===== config.mk =====
export PLATFORM = sky130hd
export DESIGN_NAME = apb_lsu
export DESIGN_NICKNAME = d
export VERILOG_FILES = /design/src/rtl/lsu_pkg.sv /design/src/rtl/lsu_lane_align.sv /design/src/rtl/apb_lsu.sv
export SDC_FILE = /design/constraint.sdc
export NUM_CORES = 1
export LEC_CHECK = 0
export CAP_MARGIN = 0
export CORE_AREA = 2 2 116 118
export CTS_CLUSTER_DIAMETER = 150
export DETAILED_ROUTE_END_ITERATION = 6
export DIE_AREA = 0 0 118 120
export GPL_TIMING_DRIVEN = 0
export PLACE_DENSITY_LB_ADDON = 0.2
export SETUP_SLACK_MARGIN = 0.1
export SYNTH_ARGS = -nofsm -noshare
export SYNTH_HDL_FRONTEND = slang
export SYNTH_SLANG_ARGS = --single-unit

===== constraint.sdc =====
create_clock -name i_clk -period 3.05 [get_ports i_clk]
set_input_delay 0.7625 -clock i_clk [delete_from_list [all_inputs] [get_ports i_clk]]
set_output_delay 0.7625 -clock i_clk [all_outputs]
set_load 0.01 [all_outputs]

===== src/rtl/lsu_pkg.sv =====
// Shared types and constants for the APB load/store unit.
//   lsu_state_t : control FSM states
//   lsu_size_t  : access size encoding carried on req_size
//   ERR_*       : response error codes driven on rsp_err
package lsu_pkg;

   typedef enum logic [1:0] {
      IDLE   = 2'd0,
      SETUP  = 2'd1,
      ACCESS = 2'd2,
      RESP   = 2'd3
   } lsu_state_t;

   typedef enum logic [1:0] {
      SZ_B = 2'd0,
      SZ_H = 2'd1,
      SZ_W = 2'd2,
      SZ_D = 2'd3
   } lsu_size_t;

   localparam logic [1:0] ERR_OK      = 2'd0;
   localparam logic [1:0] ERR_BUS     = 2'd1;
   localparam logic [1:0] ERR_ALIGN   = 2'd2;
   localparam logic [1:0] ERR_TIMEOUT = 2'd3;

endpackage


===== src/rtl/lsu_lane_align.sv =====
// Combinational byte-lane steering for the load/store unit.
//   i_size      : access size (lsu_size_t encoding)
//   i_off       : byte offset of the access within the bus word
//   i_signed    : sign-extend load data when 1
//   i_wdata     : right-justified store data
//   i_prdata    : raw APB read data
//   o_pdata     : store data replicated across every lane of its size
//   o_pstb      : write strobes for the addressed lanes
//   o_rdata_ext : load data shifted down to bit 0, masked to size and extended
module lsu_lane_align
   import lsu_pkg::*;
#(
   parameter int unsigned DATA_WIDTH = 32,
   localparam int unsigned STRB_W = DATA_WIDTH / 8,
   localparam int unsigned OFF_W  = $clog2(STRB_W)
) (
   input  logic [1:0]            i_size,
   input  logic [OFF_W-1:0]      i_off,
   input  logic                  i_signed,
   input  logic [DATA_WIDTH-1:0] i_wdata,
   input  logic [DATA_WIDTH-1:0] i_prdata,
   output logic [DATA_WIDTH-1:0] o_pdata,
   output logic [STRB_W-1:0]     o_pstb,
   output logic [DATA_WIDTH-1:0] o_rdata_ext
);

   logic [DATA_WIDTH-1:0] w_shift;
   logic [DATA_WIDTH-1:0] w_keep;
   logic [STRB_W-1:0]     w_base_stb;
   logic                  w_sign;

   assign w_shift = i_prdata >> {i_off, 3'b000};

   always_comb begin
      o_pdata    = '0;
      w_base_stb = '0;
      w_keep     = '0;
      w_sign     = 1'b0;
      unique case (lsu_size_t'(i_size))
         SZ_B: begin
            o_pdata    = {STRB_W{i_wdata[7:0]}};
            w_base_stb = STRB_W'(1);
            w_keep     = DATA_WIDTH'(8'hFF);
            w_sign     = w_shift[7];
         end
         SZ_H: begin
            o_pdata    = {(STRB_W / 2){i_wdata[15:0]}};
            w_base_stb = STRB_W'(2'b11);
            w_keep     = DATA_WIDTH'(16'hFFFF);
            w_sign     = w_shift[15];
         end
         SZ_W: begin
            o_pdata    = {(STRB_W / 4){i_wdata[31:0]}};
            w_base_stb = STRB_W'(4'hF);
            w_keep     = DATA_WIDTH'(32'hFFFF_FFFF);
            w_sign     = w_shift[31];
         end
         SZ_D: begin
            // Only reachable on a 64-bit bus; fills the whole word, nothing to extend.
            o_pdata    = i_wdata;
            w_base_stb = '1;
            w_keep     = '1;
            w_sign     = 1'b0;
         end
      endcase
   end

   assign o_pstb      = w_base_stb << i_off;
   assign o_rdata_ext = (w_shift & w_keep) | ((i_signed && w_sign) ? ~w_keep : '0);

endmodule


===== src/rtl/apb_lsu.sv =====
// Load/store unit: runs one core memory request as a single APB master access.
//   i_clk / i_rst_n          : clock, asynchronous active-low reset
//   i_req_* / o_req_ready    : request handshake (write, size, signed, addr, wdata)
//   o_rsp_valid/rdata/err    : one-cycle response pulse with extended load data and error code
//   o_apb_* / i_apb_*        : APB master interface (psel, penable, pwrite, paddr, pdata,
//                              pstb, prdata, pready, perr)
// All outputs are registered except o_req_ready, which decodes the IDLE state.
module apb_lsu
   import lsu_pkg::*;
#(
   parameter int unsigned ADDR_WIDTH     = 32,
   parameter int unsigned DATA_WIDTH     = 32,
   parameter int unsigned TIMEOUT_CYCLES = 256,
   localparam int unsigned STRB_W = DATA_WIDTH / 8
) (
   input  logic                  i_clk,
   input  logic                  i_rst_n,
   input  logic                  i_req_valid,
   output logic                  o_req_ready,
   input  logic                  i_req_write,
   input  logic [1:0]            i_req_size,
   input  logic                  i_req_signed,
   input  logic [ADDR_WIDTH-1:0] i_req_addr,
   input  logic [DATA_WIDTH-1:0] i_req_wdata,
   output logic                  o_rsp_valid,
   output logic [DATA_WIDTH-1:0] o_rsp_rdata,
   output logic [1:0]            o_rsp_err,
   output logic [ADDR_WIDTH-1:0] o_apb_paddr,
   output logic [DATA_WIDTH-1:0] o_apb_pdata,
   input  logic [DATA_WIDTH-1:0] i_apb_prdata,
   output logic                  o_apb_psel,
   output logic                  o_apb_penable,
   output logic                  o_apb_pwrite,
   output logic [STRB_W-1:0]     o_apb_pstb,
   input  logic                  i_apb_pready,
   input  logic                  i_apb_perr
);

   localparam int unsigned OFF_W = $clog2(STRB_W);
   localparam int unsigned CNT_W = (TIMEOUT_CYCLES == 0) ? 1 : $clog2(TIMEOUT_CYCLES + 1);
   localparam logic [CNT_W-1:0] CNT_LAST = CNT_W'(TIMEOUT_CYCLES - 1);

   lsu_state_t r_state, w_state_nxt;

   // Request fields latched at acceptance
   logic             r_write;
   logic             r_signed;
   logic [1:0]       r_size;
   logic [OFF_W-1:0] r_off;
   logic [CNT_W-1:0] r_cnt;

   // Registered outputs and their next values
   logic                  r_psel, w_psel;
   logic                  r_penable, w_penable;
   logic                  r_pwrite, w_pwrite;
   logic [ADDR_WIDTH-1:0] r_paddr, w_paddr;
   logic [DATA_WIDTH-1:0] r_pdata, w_pdata;
   logic [STRB_W-1:0]     r_pstb, w_pstb;
   logic                  r_rsp_valid, w_rsp_valid;
   logic [1:0]            r_rsp_err, w_rsp_err;
   logic [DATA_WIDTH-1:0] r_rsp_rdata, w_rsp_rdata;

   logic                  w_idle;
   logic                  w_accept;
   logic                  w_misaligned;
   logic                  w_timeout;
   logic [OFF_W-1:0]      w_req_off;
   logic [1:0]            w_ln_size;
   logic [OFF_W-1:0]      w_ln_off;
   logic [DATA_WIDTH-1:0] w_ln_pdata;
   logic [STRB_W-1:0]     w_ln_pstb;
   logic [DATA_WIDTH-1:0] w_ln_rdata;

   assign w_idle      = (r_state == IDLE);
   assign o_req_ready = w_idle;
   assign w_accept    = w_idle && i_req_valid;
   assign w_req_off   = i_req_addr[OFF_W-1:0];

   always_comb begin
      w_misaligned = 1'b0;
      unique case (lsu_size_t'(i_req_size))
         SZ_B: w_misaligned = 1'b0;
         SZ_H: w_misaligned = i_req_addr[0];
         SZ_W: w_misaligned = |i_req_addr[1:0];
         SZ_D: w_misaligned = (DATA_WIDTH == 32) || (|i_req_addr[2:0]);
      endcase
   end

   // pready has priority: timeout only fires on a cycle where pready is low
   assign w_timeout = (r_state == ACCESS) && !i_apb_pready && (TIMEOUT_CYCLES != 0) &&
                      (r_cnt == CNT_LAST);

   // One aligner serves both directions: request fields while idle, latched ones afterwards
   assign w_ln_size = w_idle ? i_req_size : r_size;
   assign w_ln_off  = w_idle ? w_req_off  : r_off;

   lsu_lane_align #(
      .DATA_WIDTH (DATA_WIDTH)
   ) u_lane_align (
      .i_size      (w_ln_size),
      .i_off       (w_ln_off),
      .i_signed    (r_signed),
      .i_wdata     (i_req_wdata),
      .i_prdata    (i_apb_prdata),
      .o_pdata     (w_ln_pdata),
      .o_pstb      (w_ln_pstb),
      .o_rdata_ext (w_ln_rdata)
   );

   // State register
   always_ff @(posedge i_clk or negedge i_rst_n) begin
      if (!i_rst_n) begin
         r_state <= IDLE;
      end else begin
         r_state <= w_state_nxt;
      end
   end

   // Next-state logic
   always_comb begin
      w_state_nxt = r_state;
      unique case (r_state)
         IDLE: begin
            if (w_accept) begin
               w_state_nxt = w_misaligned ? RESP : SETUP;
            end
         end
         SETUP:  w_state_nxt = ACCESS;
         ACCESS: begin
            if (i_apb_pready || w_timeout) begin
               w_state_nxt = RESP;
            end
         end
         RESP:   w_state_nxt = IDLE;
      endcase
   end

   // Output logic: next values of the registered outputs
   always_comb begin
      w_psel      = r_psel;
      w_penable   = r_penable;
      w_pwrite    = r_pwrite;
      w_paddr     = r_paddr;
      w_pdata     = r_pdata;
      w_pstb      = r_pstb;
      w_rsp_valid = 1'b0;
      w_rsp_err   = r_rsp_err;
      w_rsp_rdata = r_rsp_rdata;
      unique case (r_state)
         IDLE: begin
            if (w_accept) begin
               if (w_misaligned) begin
                  w_rsp_valid = 1'b1;
                  w_rsp_err   = ERR_ALIGN;
                  w_rsp_rdata = '0;
               end else begin
                  w_psel    = 1'b1;
                  w_penable = 1'b0;
                  w_pwrite  = i_req_write;
                  w_paddr   = i_req_addr;
                  w_pdata   = w_ln_pdata;
                  // APB has no read mask, so reads always enable every lane
                  w_pstb    = i_req_write ? w_ln_pstb : '1;
               end
            end
         end
         SETUP: begin
            w_penable = 1'b1;
         end
         ACCESS: begin
            if (i_apb_pready) begin
               w_psel      = 1'b0;
               w_penable   = 1'b0;
               w_rsp_valid = 1'b1;
               w_rsp_err   = i_apb_perr ? ERR_BUS : ERR_OK;
               w_rsp_rdata = (!r_write && !i_apb_perr) ? w_ln_rdata : '0;
            end else if (w_timeout) begin
               w_psel      = 1'b0;
               w_penable   = 1'b0;
               w_rsp_valid = 1'b1;
               w_rsp_err   = ERR_TIMEOUT;
               w_rsp_rdata = '0;
            end
         end
         RESP: begin
         end
      endcase
   end

   always_ff @(posedge i_clk or negedge i_rst_n) begin
      if (!i_rst_n) begin
         r_psel      <= 1'b0;
         r_penable   <= 1'b0;
         r_pwrite    <= 1'b0;
         r_paddr     <= '0;
         r_pdata     <= '0;
         r_pstb      <= '1;
         r_rsp_valid <= 1'b0;
         r_rsp_err   <= ERR_OK;
         r_rsp_rdata <= '0;
      end else begin
         r_psel      <= w_psel;
         r_penable   <= w_penable;
         r_pwrite    <= w_pwrite;
         r_paddr     <= w_paddr;
         r_pdata     <= w_pdata;
         r_pstb      <= w_pstb;
         r_rsp_valid <= w_rsp_valid;
         r_rsp_err   <= w_rsp_err;
         r_rsp_rdata <= w_rsp_rdata;
      end
   end

   always_ff @(posedge i_clk or negedge i_rst_n) begin
      if (!i_rst_n) begin
         r_write  <= 1'b0;
         r_signed <= 1'b0;
         r_size   <= SZ_B;
         r_off    <= '0;
         r_cnt    <= '0;
      end else begin
         if (w_accept) begin
            r_write  <= i_req_write;
            r_signed <= i_req_signed;
            r_size   <= i_req_size;
            r_off    <= w_req_off;
         end
         // Counts ACCESS cycles; starts from 0 on every ACCESS entry
         r_cnt <= (r_state == ACCESS) ? r_cnt + CNT_W'(1) : '0;
      end
   end

   assign o_rsp_valid   = r_rsp_valid;
   assign o_rsp_err     = r_rsp_err;
   assign o_rsp_rdata   = r_rsp_rdata;
   assign o_apb_psel    = r_psel;
   assign o_apb_penable = r_penable;
   assign o_apb_pwrite  = r_pwrite;
   assign o_apb_paddr   = r_paddr;
   assign o_apb_pdata   = r_pdata;
   assign o_apb_pstb    = r_pstb;

endmodule


# After elaboration in Yosys (flattened, before gate mapping)
# Cells that the tools add are included.
[op_classes]
addsub = 1
multipliers = 0
div = 0
n_lt_le_gt_ge = 0
n_eq_ne = 15
shift = 2
n_mux = 39
bitwise = 4
reduce_logical = 21
[ops]
columns = ["cell", "count"]
rows = [
  ["32-bit two-way mux", 6],
  ["32-bit one-hot mux with 3 select lines", 2],
  ["32-bit one-hot mux with 2 select lines", 1],
  ["32-bit bitwise AND", 1],
  ["32-bit NOT", 1],
  ["32-bit OR", 1],
  ["32-bit by 5-bit right shift with 32-bit output", 1],
  ["2-bit two-way mux", 9],
  ["2-bit equality test, second input constant", 6],
  ["4-bit one-hot mux with 3 select lines", 1],
  ["4-bit AND reduction", 3],
  ["1-bit two-way mux", 11],
  ["9-bit by 1-bit adder with 9-bit output, second input constant", 1],
  ["9-bit by 8-bit equality test with 1-bit output, second input constant", 1],
  ["9-bit two-way mux", 1],
  ["1-bit one-hot mux with 4 select lines", 2],
  ["2-bit one-hot mux with 4 select lines", 1],
  ["2-bit by 1-bit equality test with 1-bit output, second input constant", 3],
  ["2-bit logical NOT", 3],
  ["2-bit by 1-bit inequality test with 1-bit output, second input constant", 3],
  ["1-bit logical AND", 5],
  ["4-bit two-way mux", 1],
  ["1-bit one-hot mux with 2 select lines", 2],
  ["2-bit one-hot mux with 2 select lines", 1],
  ["12 further kinds", 15],
]
[word_totals]
reg_bits = 123
latch_bits = 0
mem_bits_rw = 0
romBits = 0
input_bits = 105
output_inout_bits = 107
wordCells = 97
n_memories = 0

# Depth between registers and ports, before layout
[logic_depth]
word_depth = 11
ltp_mapped = 11

# Cells and area by module
# From an unflattened synthesis, not the netlist that was laid out.
[hier_totals]
cells_unflattened = 522
hier_area_um2 = 6421.2
[by_module_without_submodules]
columns = ["mod", "n_inst", "cells_each", "area_each_um2", "seq_area_each_um2"]
rows = [
  ["apb_lsu", 1, 333, 5175.0, 3083.0],
  ["lsu_lane_align", 1, 189, 1246.2, 0.0],
]

# Worst setup path after synthesis
# Ideal clock, no wire load.
[synth_path]
path_kind = "register -> register"
from = "register r_cnt[0]"
to = "register r_rsp_rdata[31] (netlist: o_rsp_rdata[31])"
setup_time_ps = 66
arrival_time_ps = 2528
path_slack_ps = 456
path_stages_with_launch = 12
path_buffers = 1
synth_period_minus_slack_ps = 2594
path_cell_list = "dfrtp_1 ha_1 and3_1 and3_1 ha_1 nor2_1 or3b_4 a2111oi_4 o211ai_2 nor2_4 buf_6 a221o_1"
[synth_between]
elab_chain_len = 4
[synth_rtl]
columns = ["element", "line", "rtl"]
rows = [
  ["start: declaration", "apb_lsu.sv:50", "logic [CNT_W-1:0] r_cnt;"],
  ["start signal: assignment", "apb_lsu.sv:229", "r_cnt <= (r_state == ACCESS) ? r_cnt + CNT_W'(1) : '0;"],
  ["9-bit by 8-bit equality test with 1-bit output", "apb_lsu.sv:91", "(r_cnt == CNT_LAST);"],
  ["1-bit logical AND", "apb_lsu.sv:90", "assign w_timeout = (r_state == ACCESS) && !i_apb_pready && (TIMEOUT_CYCLES != 0) &&"],
  ["3-bit inequality test (no source line)", "n/a", ""],
  ["4-bit AND reduction (no source line)", "n/a", ""],
  ["end signal: assignment", "apb_lsu.sv:210", "r_rsp_rdata <= w_rsp_rdata;"],
  ["end: declaration", "apb_lsu.sv:61", "logic [DATA_WIDTH-1:0] r_rsp_rdata, w_rsp_rdata;"],
]
# Every way passes these cells.
# A chain may end at the register's enable or synchronous reset.

# Final worst setup path
[layout_path]
from = "input port i_req_size[0]"
to = "register r_rsp_err[1] (netlist: o_rsp_err[1])"
[layout_between]
elab_chain_len = 4
elab_cells_between_ends = 7
classes_between = "eq/ne (4); mux (1); reduce/logical (2)"
[layout_rtl]
columns = ["element", "line", "rtl"]
rows = [
  ["start: declaration", "apb_lsu.sv:21", "input logic [1:0] i_req_size,"],
  ["2-bit equality test, or another cell as far along", "apb_lsu.sv:81", "unique case (lsu_size_t'(i_req_size))"],
  ["1-bit one-hot mux with 4 select lines (*)", "apb_lsu.sv:81", ""],
  ["2-bit by 1-bit inequality test with 1-bit output (no source line) (*)", "n/a", ""],
  ["4-bit AND reduction (no source line) (*)", "n/a", ""],
  ["end signal: assignment", "apb_lsu.sv:209", "r_rsp_err <= w_rsp_err;"],
  ["end: declaration", "apb_lsu.sv:60", "logic [1:0] r_rsp_err, w_rsp_err;"],
]
# Every way passes the cells marked *; elsewhere a longest branch is shown, timed or not.

==> impl_metrics.csv <==
group,metric,value,unit
outcome,status,"completed",
sta,max-slew-margin-rel,40.3,%
detailed_routing,drc,0,
placement,port_buffers,209,
sta,rsz0062_at_grt,"no",
detailed_routing,wl,17600,um
grt,grt_overflow_total,0,
grt,grt_usage,25.1,%
cts,cts_max_level,4,
flow_run,drv_cap,0,
cts,cts_made_buffers,17,
worst_setup_path,path_max_fanout,10,
detailed_routing,vias,5350,
die,core,0.0130,mm2
synthesis,syn_area,0.00572,mm2
layout,fin_cells,1019,
grt,use_met2,39.6,%
power,p_leak,0.00401,uW
worst_setup_path,cp-start-kind,"input port",
detailed_routing,wire_per_inst,17.2,um
cts,clk_path_buf_depth,2,
die,start_util,44.1,%
cts,clock_latency,410,ps
layout,n_antenna_cell,0,
cts,cts_tree,"yes",
synthesis,synth_edf_count,0,
hold_path,hold_class,"in -> async",
synthesis,synth_cells,599,
layout,drive_above_1_share,7.95,%
detailed_routing,dr.first_iter.drc_count,352,
synthesis,syn_nets,710,
power,power.density,1000,mW/mm2
synthesis,ys_seq_area_share,53.9,%
grt,use_met3,7.08,%
synthesis,ys_warn_count,0,
layout,final_core_util,66.8,%
cts,cts-hold-fix-buffers,0,
worst_setup_path,end_kind,"register",
sta,post-route-period-util,91.8,%
die,die_w,118,um
sta,fin_skew,8.32,ps
placement,gp_congestion,0.928,
grt,first_global_vias,5379,
die,ioPinCount,212,
die,rows,42,
layout,final_cell_mix,"clkdlybuf4s50_1, nand2_1, dfrtp_1, o21ai_0, a21oi_1",
grt,grt_pass1_wl,28000,um
synthesis,synth_area_per_cell,9.55,um2
grt,grt_busiest_layer,"met2",
grt,antenna_found_initial,0,
synthesis,yosysUniqueCellTypes,44,
grt,met1_usage,32.0,%
sta,setup_viol,0,
layout,syn2layout_area_growth,51.6,%
placement,placedCellCount,985,
grt,grt_max_degree,85,
detailed_routing,drtAntennaViolNets,0,
die,die_y,120,um
worst_setup_path,rr_worst_depth,12,
detailed_routing,drt_first_pass_iters,6,
worst_setup_path,cp.required,3360,ps
placement,dp_hpwl,13000,um
layout,final_common_cell,"clkdlybuf4s50_1",
synthesis,ys_seq_elements,123,
synthesis,async_flop_share,100,%
detailed_routing,viasPerCell,5.25,
cts,cts.sinks,123,
cts,clock-root-buffer,"clkbuf_16",
layout,nNetsFinal,941,
sta,worstMarginPinSlew,896,ps
worst_setup_path,path_class,"in -> reg",
sta,clock.fmax,357,MHz
sta,finalHoldViolCount,0,
cts,clkSlewWorstSetupHoldPaths,50,ps
die,die_area,0.0142,mm2
power,ir_worst_vdd,0.590,mV
sta,min_period,2800,ps
worst_setup_path,crit_arrival,3110,ps
sta,slew_violations,0,
synthesis,synthFlopType,"dfrtp_1",
## critical path, stage by stage
cell             delay [ps]
clkdlybuf4s50_1         500
nor3_1                  300
nor2_1                  180
mux2_2                  300
nand2_1                 280
clkbuf_1                540
a21oi_1                  80
a21o_1                  170
## metrics by stage
stage          hold slack, ps  instance area (um2)  TNS [ps]  power [uW]  worst slack, ps
2_1_floorplan             424                 5720         0        4740              456
3_3_place_gp              442                 8030   -433870        6620            -3540
3_5_place_dp              446                 8060     -7990        6740             -396
4_1_cts                   252                 8660         0        8730              276
5_1_grt                   264                 8670         0        9250              129
6_report                  253                 8670         0        8710              249
## worst paths after layout
check / end / startpoint / slack [ps]
worst max-delay path: o_rsp_err[1] / i_req_size[0] / 250
worst min-delay path: r_cnt[4] / i_rst_n / 250
worst max register to register: o_rsp_rdata[31] / r_cnt[3] / 310
worst min register to register: r_cnt[0] / r_cnt[0] / 450
max in group asynchronous: o_apb_pstb[1] / i_rst_n / 2030
min in group i_clk: r_cnt[0] / r_cnt[0] / 450
## kinds of logic after synthesis
logic type,Yosys count,share of synthesized area [%]
fa+ha+maj,6,1.31
xor+xnor,6,0.919
simple gates,265,19.6
flops,123,53.9
mux,34,6.17
buf+inv,40,3.11
compound gates,125,15.0
## Yosys cell counts (all sizes together) (2+ instances only)
master / n / area [um2]
xor2: 3 / 26.3
a21oi: 27 / 135
nor2: 28 / 113
a32o: 7 / 70.1
a211o: 8 / 70.1
a22oi: 2 / 15.0
and2: 16 / 100
buf: 12 / 72.6
clkbuf: 22 / 82.6
nand2b: 4 / 25.0
a31oi: 9 / 56.3
nor3: 3 / 15.0
dfstp: 4 / 105
xnor2: 3 / 26.3
inv: 6 / 22.5
nand2: 193 / 724
o21ai: 38 / 190
nand3b: 2 / 15.0
a211oi: 3 / 22.5
a221o: 7 / 70.1
a22o: 3 / 26.3
o21a: 2 / 15.0
dfrtp: 119 / 2980
o22a: 3 / 26.3
ha: 6 / 75.1
nor2b: 5 / 31.3
nand3: 6 / 30.0
mux2: 10 / 113
and3: 4 / 25.0
a221oi: 9 / 78.8
mux2i: 24 / 240
a21o: 3 / 22.5
## report_power, final
part           total, uW  internal [uW]  switching, uW  leakage, uW
logic               4070           1960           2110      0.00217
registers           2680           2290            391      0.00157
clock network       1950           1260            692     0.000277
total               8710           5520           3190      0.00401
## state kept, by name, indices dropped and copies added, names as in the netlist
signal	cells
o_rsp_err	2
r_cnt	9
o_rsp_rdata	32
o_apb_paddr	32
r_write	1
o_rsp_valid	1
o_apb_pwrite	1
r_off	2
o_apb_pstb	4
r_size	2
r_signed	1
o_apb_pdata	32
o_apb_psel	1
o_apb_penable	1
r_state	2
## what timing repair did
action,4_1_cts,5_1_grt
buffers inserted,3,0
pin swaps,1,0
endpoints found under the setup margin,33,38
resized for setup,1,9
## layout make-up
type	instances	area (um2)
fillers	1092	4310
flip-flops and latches	123	3080
multi-input cells	436	2470
repair buffers	213	2140
clock buffers	25	485
well taps	176	220
plain buffers	33	159
clock inverters	7	90.1
inverters	6	22.5
## per-layer routing
metal	up-vias	share of wire, %
met5	-	0
met4	0	3.7
met3	57	7.0
met2	211	48
met1	2565	42
li1	2517	-
Note: power is estimated with default switching activity, not from simulation.
==> patch: new RTL, same flow settings <==
The parameter `TIMEOUT_CYCLES` goes from 256 to 512.
--- a/src/rtl/apb_lsu.sv
+++ b/src/rtl/apb_lsu.sv
@@ -11,5 +11,5 @@
    parameter int unsigned ADDR_WIDTH     = 32,
    parameter int unsigned DATA_WIDTH     = 32,
-   parameter int unsigned TIMEOUT_CYCLES = 256,
+   parameter int unsigned TIMEOUT_CYCLES = 512,
    localparam int unsigned STRB_W = DATA_WIDTH / 8
 ) (
Formal check against the unedited RTL: same outputs for any inputs over 4 cycles, from zero or initial values and one cycle with i_rst_n low; that may be too few to reach the edited logic, so the function may still have changed.
==> patch against the unedited design <==
Final cell count up 0.59%. Sequential power about the same. Total power down 2.0%. Clock skew about the same. First-iteration DRC count up 17%. Core utilization down 0.29 points. Clock power down 6%. Setup slack worse by 0.0028 ns. Combinational power down 1%. Routed wire length up 2.1%. Synthesized area up 0.20%. Cell area down 0.43%. Sequential cell count up 1. Critical path type is now flop to flop. Critical endpoint is now o_rsp_rdata[29]. Largest cell class unchanged. Highest routed layer unchanged.
==> patch: results (changes against the unedited design) <==
RePlAce Congestion - 0.951 (+2.4%)
DR pass1 iterations - 7 (+1)
Synth Area in XOR/XNOR - 0.00764 (-0.00155)
Max Freq - 0.357 GHz (about the same)
met2 usage - 0.408 (+0.0120)
Synth-to-Final Area Change - 50.6%
metal3 WL - 1170 microns (-5.4%)
gr usage total - 0.257 (+0.00634)
FF-to-FF Start - r_state[1]
vias in the first global route - 5366 (-0.24%)
post-place instance area - 8090 sq um (+0.39%)
post-DP HPWL - 13600 microns (+4.6%)
met2 wire length - 8690 microns (+3.9%)
nets - 949 (+0.85%)
leakage - 3.84 nW (-4.2%)
worst setup path category - flop to flop
Worst Skew - 0.00872 ns (+0.000401 ns)
Place WS - -0.215 ns (+0.182 ns)
Total Routed Length - 17900 microns (+2.1%)
Register Area - 3110 sq um (+0.81%)
compound-cell area share of the yosys netlist - 0.144 (-0.00641)
Peak VDD IR - 0.000492 V (-17%)
CP max-delay cell - mux2i_2
Non-clk invs - 5 (-1)
clk sinks - 124 (+0.81%)
global-route wire length before repair - 28400 microns (+1.7%)
Initial DRC Count - 413 (+17%)
routed len/inst - 17.5 microns (+1.5%)
post-synthesis adder-cell area fraction - 0.0109 (-0.00221)
sequential area share after synthesis - 0.542 (+0.00331)
slack of the worst reg-to-reg path - 0.25 ns (-0.06 ns)
outcome - completed
syn_nets - 718 (+1.1%)
worst hold slack - 0.305 ns (+0.0516 ns)
Top delay family on crit path - compound AO/OA/AOI/OAI gates
post-synthesis cell count - 608 (+1.5%)
clock buf count - 22 (-12%)
nonclk buf count - 248 (+0.81%)
ratio of cells with drive above 1 in the final layout - 0.0683 (-0.0112)
-- patch: cell types whose count changed in the layout (fill, tap and decap cells not counted), moves of 9 or more --
cell	delta
nand3_1	+15
nand2_1	+17
o211ai_1	+10
a21oi_1	-14
and2_1	-9
-- patch: worst register-to-register path: stages (launching register included) --
cell,delay [ns]
dfrtp_1,0.41
inv_1,0.12
ha_1,0.30
buf_6,0.20
mux2i_2,0.74
nand2b_1,0.11
o22ai_1,0.27
o2111a_1,0.42
a221o_1,0.17
-- patch: cell families (layout without fill, tap and decap cells) --
family                   count (synthesis)  in the layout
multiplexers                            30             30
flip-flops                             124            124
AND/OR/NAND/NOR                        283            283
XOR/XNOR                                 5              5
AO/OA/AOI/OAI                          120            120
buffers and inverters                   41            282
adder cells (fa/ha/maj)                  5              5
-- patch: repair_timing --
action | in CTS | in global routing
buffers inserted | 0 | 0
resized for setup | 0 | 2
setup endpoints to repair | 0 | 18
hold buffers | 0 | 0
